## src/rtl/mem_stage_lsu_pkg.sv

```systemverilog
// Shared constants and helpers for the load/store memory-access stage:
// opcodes, funct3 encodings, FSM states and access-size decoding.
package rv_lsu_pkg;

  localparam logic [6:0] OPC_LOAD   = 7'b0000011;
  localparam logic [6:0] OPC_STORE  = 7'b0100011;
  localparam logic [6:0] OPC_LUI    = 7'b0110111;
  localparam logic [6:0] OPC_AUIPC  = 7'b0010111;
  localparam logic [6:0] OPC_JAL    = 7'b1101111;
  localparam logic [6:0] OPC_JALR   = 7'b1100111;
  localparam logic [6:0] OPC_OP     = 7'b0110011;
  localparam logic [6:0] OPC_OP_IMM = 7'b0010011;

  localparam logic [2:0] F3_B  = 3'b000;
  localparam logic [2:0] F3_H  = 3'b001;
  localparam logic [2:0] F3_W  = 3'b010;
  localparam logic [2:0] F3_D  = 3'b011;
  localparam logic [2:0] F3_BU = 3'b100;
  localparam logic [2:0] F3_HU = 3'b101;
  localparam logic [2:0] F3_WU = 3'b110;

  typedef enum logic [1:0] {
    ST_IDLE,
    ST_REQ,
    ST_RSP,
    ST_DRAIN
  } lsu_state_e;

  // Byte-lane mask for an access of 2**size bytes, before shifting by offset.
  function automatic logic [7:0] size_mask(input logic [1:0] size);
    case (size)
      2'd0:    return 8'h01;
      2'd1:    return 8'h03;
      2'd2:    return 8'h0F;
      default: return 8'hFF;
    endcase
  endfunction

  function automatic logic misaligned(input logic [2:0] off, input logic [1:0] size);
    logic [3:0] lim;
    lim = (4'd1 << size) - 4'd1;
    return |({1'b0, off} & lim);
  endfunction

  function automatic logic legal_f3(input logic is_load, input logic [2:0] f3,
                                    input logic is64);
    if (is_load) begin
      case (f3)
        F3_B, F3_H, F3_W, F3_BU, F3_HU: return 1'b1;
        F3_D, F3_WU:                    return is64;
        default:                        return 1'b0;
      endcase
    end else begin
      case (f3)
        F3_B, F3_H, F3_W: return 1'b1;
        F3_D:             return is64;
        default:          return 1'b0;
      endcase
    end
  endfunction

  function automatic logic writes_rd(input logic [6:0] opc);
    case (opc)
      OPC_LUI, OPC_AUIPC, OPC_JAL, OPC_JALR, OPC_OP, OPC_OP_IMM: return 1'b1;
      default:                                                   return 1'b0;
    endcase
  endfunction

endpackage

```

## src/rtl/mem_stage_lsu_align.sv

```systemverilog
// Combinational byte-lane steering: store byte enables and lane replication,
// load-data extraction with sign/zero extension.
module lsu_align
  import rv_lsu_pkg::*;
#(
  parameter  int XLEN  = 32,
  localparam int NB    = XLEN / 8,
  localparam int OFF_W = $clog2(NB)
) (
  input  logic [2:0]       funct3,
  input  logic [OFF_W-1:0] offset,
  input  logic [XLEN-1:0]  rs2,
  input  logic [XLEN-1:0]  rdata,
  output logic [NB-1:0]    be,
  output logic [XLEN-1:0]  wdata,
  output logic [XLEN-1:0]  load_data
);

  logic [15:0]     be_wide;
  logic [XLEN-1:0] rd_sh;

  always_comb begin
    be_wide = {8'h00, size_mask(funct3[1:0])} << offset;
    be      = be_wide[NB-1:0];
  end

  // Each lane takes the rs2 byte at its position modulo the access size.
  always_comb begin
    int src;
    src   = 0;
    wdata = '0;
    for (int i = 0; i < NB; i++) begin
      src = i % (1 << funct3[1:0]);
      wdata[8*i +: 8] = rs2[8*src +: 8];
    end
  end

  always_comb begin
    rd_sh = rdata >> {offset, 3'b000};
    case (funct3)
      F3_B:    load_data = XLEN'($signed(rd_sh[7:0]));
      F3_H:    load_data = XLEN'($signed(rd_sh[15:0]));
      F3_W:    load_data = XLEN'($signed(rd_sh[31:0]));
      F3_BU:   load_data = XLEN'(rd_sh[7:0]);
      F3_HU:   load_data = XLEN'(rd_sh[15:0]);
      F3_WU:   load_data = XLEN'(rd_sh[31:0]);
      default: load_data = rd_sh;
    endcase
  end

endmodule

```

## src/rtl/mem_stage_lsu.sv

```systemverilog
// Load/store memory-access stage between execute and writeback: drives a
// req/gnt/rvalid data port, handles alignment, extension, misalign and flush.
module mem_stage_lsu
  import rv_lsu_pkg::*;
#(
  parameter int XLEN   = 32,
  parameter int ADDR_W = 32
) (
  input  logic                 clk,
  input  logic                 rst,
  input  logic                 flush,
  input  logic                 ex_valid,
  output logic                 ex_ready,
  input  logic [ADDR_W-1:0]    ex_pc,
  input  logic [31:0]          ex_ir,
  input  logic [XLEN-1:0]      ex_alu_out,
  input  logic [XLEN-1:0]      ex_rs2,
  output logic                 wb_valid,
  input  logic                 wb_ready,
  output logic [ADDR_W-1:0]    wb_pc,
  output logic [31:0]          wb_ir,
  output logic [XLEN-1:0]      wb_result,
  output logic [4:0]           wb_rd,
  output logic                 wb_we,
  output logic                 wb_exc,
  output logic                 dmem_req,
  output logic                 dmem_we,
  output logic [ADDR_W-1:0]    dmem_addr,
  output logic [XLEN/8-1:0]    dmem_be,
  output logic [XLEN-1:0]      dmem_wdata,
  input  logic                 dmem_gnt,
  input  logic                 dmem_rvalid,
  input  logic [XLEN-1:0]      dmem_rdata
);

  localparam int   NB    = XLEN / 8;
  localparam int   OFF_W = $clog2(NB);
  localparam logic IS64  = (XLEN == 64);
  localparam logic [ADDR_W-1:0] ALIGN_MASK = ~ADDR_W'(NB - 1);

  lsu_state_e state, state_nxt;
  logic       req_c;

  logic [6:0] ex_opc;
  logic [2:0] ex_f3;
  logic       ex_is_load, ex_is_store, ex_is_mem, ex_bad;
  logic       accept, accept_mem, accept_direct;

  logic [ADDR_W-1:0] pc_p1;
  logic [31:0]       ir_p1;
  logic [XLEN-1:0]   addr_p1, rs2_p1;
  logic              load_p1;

  logic [NB-1:0]     be_a;
  logic [XLEN-1:0]   wdata_a, load_a;
  logic              gnt_store, rsp_done;

  // Stage 0: decode the incoming op and decide its path
  assign ex_opc      = ex_ir[6:0];
  assign ex_f3       = ex_ir[14:12];
  assign ex_is_load  = (ex_opc == OPC_LOAD);
  assign ex_is_store = (ex_opc == OPC_STORE);
  assign ex_is_mem   = ex_is_load || ex_is_store;
  assign ex_bad      = ex_is_mem &&
                       (!legal_f3(ex_is_load, ex_f3, IS64) ||
                        misaligned(3'(ex_alu_out[OFF_W-1:0]), ex_f3[1:0]));

  assign ex_ready      = (state == ST_IDLE) && (!wb_valid || wb_ready) && !flush;
  assign accept        = ex_valid && ex_ready;
  assign accept_mem    = accept && ex_is_mem && !ex_bad;
  assign accept_direct = accept && !accept_mem;

  // Stage 1: op held for the duration of the memory transaction
  always_ff @(posedge clk) begin
    if (accept_mem) begin
      pc_p1   <= ex_pc;
      ir_p1   <= ex_ir;
      addr_p1 <= ex_alu_out;
      rs2_p1  <= ex_rs2;
    end
  end

  assign load_p1 = (ir_p1[6:0] == OPC_LOAD);

  lsu_align #(.XLEN(XLEN)) u_align (
    .funct3    (ir_p1[14:12]),
    .offset    (addr_p1[OFF_W-1:0]),
    .rs2       (rs2_p1),
    .rdata     (dmem_rdata),
    .be        (be_a),
    .wdata     (wdata_a),
    .load_data (load_a)
  );

  always_ff @(posedge clk or posedge rst) begin
    if (rst) state <= ST_IDLE;
    else     state <= state_nxt;
  end

  // A grant in the flush cycle still counts: the request was already visible.
  always_comb begin
    state_nxt = state;
    req_c     = 1'b0;
    case (state)
      ST_IDLE: begin
        if (accept_mem) state_nxt = ST_REQ;
      end
      ST_REQ: begin
        req_c = 1'b1;
        if (dmem_gnt) begin
          if (load_p1) state_nxt = flush ? ST_DRAIN : ST_RSP;
          else         state_nxt = ST_IDLE;
        end else if (flush) begin
          state_nxt = ST_IDLE;
        end
      end
      ST_RSP: begin
        if (dmem_rvalid) state_nxt = ST_IDLE;
        else if (flush)  state_nxt = ST_DRAIN;
      end
      ST_DRAIN: begin
        if (dmem_rvalid) state_nxt = ST_IDLE;
      end
      default: state_nxt = ST_IDLE;
    endcase
  end

  assign dmem_req   = req_c;
  assign dmem_we    = req_c && !load_p1;
  assign dmem_addr  = req_c ? (ADDR_W'(addr_p1) & ALIGN_MASK) : '0;
  assign dmem_be    = req_c ? be_a : '0;
  assign dmem_wdata = req_c ? wdata_a : '0;

  assign gnt_store = (state == ST_REQ) && dmem_gnt && !load_p1;
  assign rsp_done  = (state == ST_RSP) && dmem_rvalid;

  // Stage 2: writeback record, held while the consumer stalls
  always_ff @(posedge clk or posedge rst) begin
    if (rst) begin
      wb_valid  <= 1'b0;
      wb_pc     <= '0;
      wb_ir     <= '0;
      wb_result <= '0;
      wb_rd     <= '0;
      wb_we     <= 1'b0;
      wb_exc    <= 1'b0;
    end else if (flush) begin
      wb_valid <= 1'b0;
    end else if (accept_direct) begin
      wb_valid  <= 1'b1;
      wb_pc     <= ex_pc;
      wb_ir     <= ex_ir;
      wb_result <= ex_alu_out;
      wb_rd     <= ex_ir[11:7];
      wb_we     <= !ex_is_mem && writes_rd(ex_opc) && (ex_ir[11:7] != 5'd0);
      wb_exc    <= ex_is_mem;
    end else if (gnt_store || rsp_done) begin
      wb_valid  <= 1'b1;
      wb_pc     <= pc_p1;
      wb_ir     <= ir_p1;
      wb_result <= rsp_done ? load_a : addr_p1;
      wb_rd     <= ir_p1[11:7];
      wb_we     <= rsp_done && (ir_p1[11:7] != 5'd0);
      wb_exc    <= 1'b0;
    end else if (wb_ready) begin
      wb_valid <= 1'b0;
    end
  end

endmodule

```

## config.mk

```make
export PLATFORM = sky130hd
export DESIGN_NAME = mem_stage_lsu
export DESIGN_NICKNAME = d
export VERILOG_FILES = /design/src/rtl/mem_stage_lsu_pkg.sv /design/src/rtl/mem_stage_lsu_align.sv /design/src/rtl/mem_stage_lsu.sv
export SDC_FILE = /design/constraint.sdc
export NUM_CORES = 1
export LEC_CHECK = 0
export CAP_MARGIN = 25
export CORE_MARGIN = 3
export CORE_UTILIZATION = 30
export CTS_CLUSTER_SIZE = 10
export DETAILED_ROUTE_END_ITERATION = 10
export MAX_ROUTING_LAYER = met4
export PLACE_DENSITY = 0.63
export SKIP_CTS_REPAIR_TIMING = 1
export SYNTH_ARGS = -nofsm -noshare
export SYNTH_HDL_FRONTEND = slang
export SYNTH_SLANG_ARGS = --single-unit
```

## constraint.sdc

```tcl
create_clock -name clk -period 13.2 [get_ports clk]
set_clock_uncertainty 0.2 [all_clocks]
set_input_delay 2.64 -clock clk [delete_from_list [all_inputs] [get_ports clk]]
set_output_delay 2.64 -clock clk [all_outputs]
set_load 0.05 [all_outputs]
```

==> reports/metrics.cfg <==
[worst_setup_path]
worstPathRequired_ns = 10.36
cp_num_buf_inv = 5
reg2reg_from = state[0]
reg2reg_depth = 8
critPathLaunch = ir_p1[12]
critPathSlowestCell = clkdlybuf4s50_1
max_stage_delay_ns = 0.85
crit_path_cell_trace = inv_1 -> ha_1 -> buf_4 -> clkinv_1 -> ha_1 -> nor2_1 -> nand4_1 -> a22oi_2 -> buf_4 -> mux2i_1 -> o22ai_1 -> clkdlybuf4s50_1
timing.critical_path.fanout_max = 51
r2r_slack_ns = 8.11
r2r_end = wb_we
critical_path.top_delay_family = buffers and inverters
cp.arrival_ns = 5.64
startpoint_type = flop
cp-end-kind = output port
worstSetupPathType = flop to output port

[timing]
fin_tns_setup_ns = 0
slew_headroom_pct = 32.59
max_freq_mhz = 117.9
fin_crit_ns = 8.485
setup_violations = 0
rsz0062_at_grt = false
hold_viol = 0
period_share_pct = 64.28
worstMarginPinSlew_ns = 1.009
drv_slew = 0

[global_route]
antenna_found_initial = 3
grt_usage_pct = 18.39
grt_pass1_wl_um = 57190
overflow = 0
grt_pass1_vias = 9087
grt_max_degree = 75

[hold_path]
hold_depth = 1
hold-path-endpoint = wb_exc
hold_path.class = flop to flop
hp-start = wb_exc

[route]
wire_per_inst_um = 22.41
initialDrtViolationCount = 370
vias = 8631
routed_via_density = 5.041
first_pass_iters = 6
drtAntennaViolNets = 0
drc_errors = 0
routed_wl_um = 38360

[place]
portBuffers = 339
place_congestion = 0.7912
dp_hpwl_um = 26400

[die]
start_util_pct = 30.66
core_area_um2 = 38020
die_y_um = 203.1
die-width_um = 203.1
rows = 71
die-area_um2 = 41260
io_pins = 342

[logic_synthesis]
synthCells = 857
synth_area_leaders = edfxtp_1 33%, dfrtp_1 22%, mux2_2 13%, mux2i_1 7.0%, and2_1 2.1%
synth_area_leader_cell = edfxtp_1
syn-cell-area_um2 = 11660
ys_types = 62
yosysWarnings = 0
synthFlopType = edfxtp_1
synth-seq-area-share_pct = 54.65
yosysMostFrequentCell = mux2_2
synth_edf_count = 128
synth.ff_latch_count = 229
avgSynthCellArea_um2 = 13.60
ys_async_sr_fraction_pct = 44.10
ys_top_cells_by_count = 135 x mux2_2, 128 x edfxtp_1, 101 x dfrtp_1
yosysTopAreaCellShare_pct = 32.97

[final_layout]
layout-drive-gt1-share_pct = 18.80
regArea_um2 = 6371
syn_to_final_growth_pct = 41.53
fin_nets = 1359
n_fill_cell = 3592
multi_input_area_um2 = 4967
final_util_pct = 43.39

[cts]
clockRootBuffer = clkbuf_16
insertion_delay_ns = 0.58
clk_pin_slew_ns = 0.06
clockBufferDepth = 3
tritoncts = built
cts_buffers = 28
clock_sinks = 229
h-tree-depth = 1

[status]
status = completed

[flow_run]
max_cap_viol_count = 0

[pwr]
p_per_area_nw_per_um2 = 153.4
irDropWorstVdd_uv = 124.6
leakage_uw = 0.006225

==> worst max-delay path by stage <==
stage,to,slack (ns),cells after the start
2_1_floorplan,addr_p1[0],2.28,3
3_3_place_gp,dmem_wdata[1],5.43,12
3_5_place_dp,dmem_wdata[0],5.27,12
4_1_cts,dmem_wdata[0],4.66,12
5_1_grt,dmem_wdata[0],4.31,12
6_report,dmem_wdata[0],4.72,12
==> sequential cells by signal, summed over array words and instances, names as in the netlist, 2 cells and up <==
register / flops
state: 2
pc_p1: 32
wb_pc: 32
wb_ir: 32
rs2_p1: 32
addr_p1: 32
ir_p1: 32
wb_result: 32
==> cells in the final DEF, fill, tap and decap left out, types with 12 or more instances in the layout <==
cell type        instances
clkdlybuf4s50_1        339
clkbuf_16               28
dfrtp_1                101
a211oi_1                20
o22ai_1                 22
nand3_1                 14
nor2_1                  26
buf_4                   15
clkbuf_1                12
o21ai_0                 13
inv_1                   12
o221ai_1                17
mux2_4                  16
mux2_2                 135
a2bb2oi_1               25
mux2i_1                 82
edfxtp_1               128
ha_1                    13
and2_1                  40
==> report_power, final <==
part	switching, µW	total [µW]	internal [µW]	leakage [µW]
clock network	305	758	452	0.000429
registers	50.8	893	843	0.00231
logic	549	880	332	0.00348
total	905	2530	1630	0.00623
==> logic make-up (layout without fill, tap and decap cells) <==
logic type      Yosys count  count (layout)  share of synthesized area [%]
mux                     242             242                          23.88
buf+inv                  79             418                          3.166
fa+ha+maj                13              13                          1.395
flops                   229             229                          54.65
other cells               1               6                        0.03217
compound gates          159             159                          10.42
simple gates            134             134                          6.451
==> per-layer routing <==
metal  vias up  wire length, µm  part of all wire, %  GRT usage, %
met3        52             2739                  7.1         5.339
met4         0              809                  2.1         3.884
met2       306            17970                   47         28.66
met5         -                0                    0             -
li1       3984                -                    -             -
met1      4289            16840                   44         24.03
==> cell type report <==
cell class,instances,share of cell area [%]
Multi-Input combinational cell,550,30.11
Sequential cell,229,38.62
Inverter,14,0.3337
Clock inverter,4,0.5688
Antenna cell,4,0.06067
Tap cell,511,3.875
Clock buffer,44,4.854
Timing Repair Buffer,356,21.58
==> metrics by stage <==
step	instance area [µm²]	setup WS, ns	instances	total power [µW]	hold slack, ns
final	16500	4.715	1712	2531	0.2987
after global routing	16500	4.306	1711	2635	0.3203
after floorplan	11670	2.278	858	1460	0.3051
after CTS	16430	4.659	1705	2571	0.3037
after detailed placement	15530	5.265	1657	1792	0.2900
after global placement	15520	5.432	1656	1787	0.2737
Note: power is estimated with default switching activity, not from simulation.
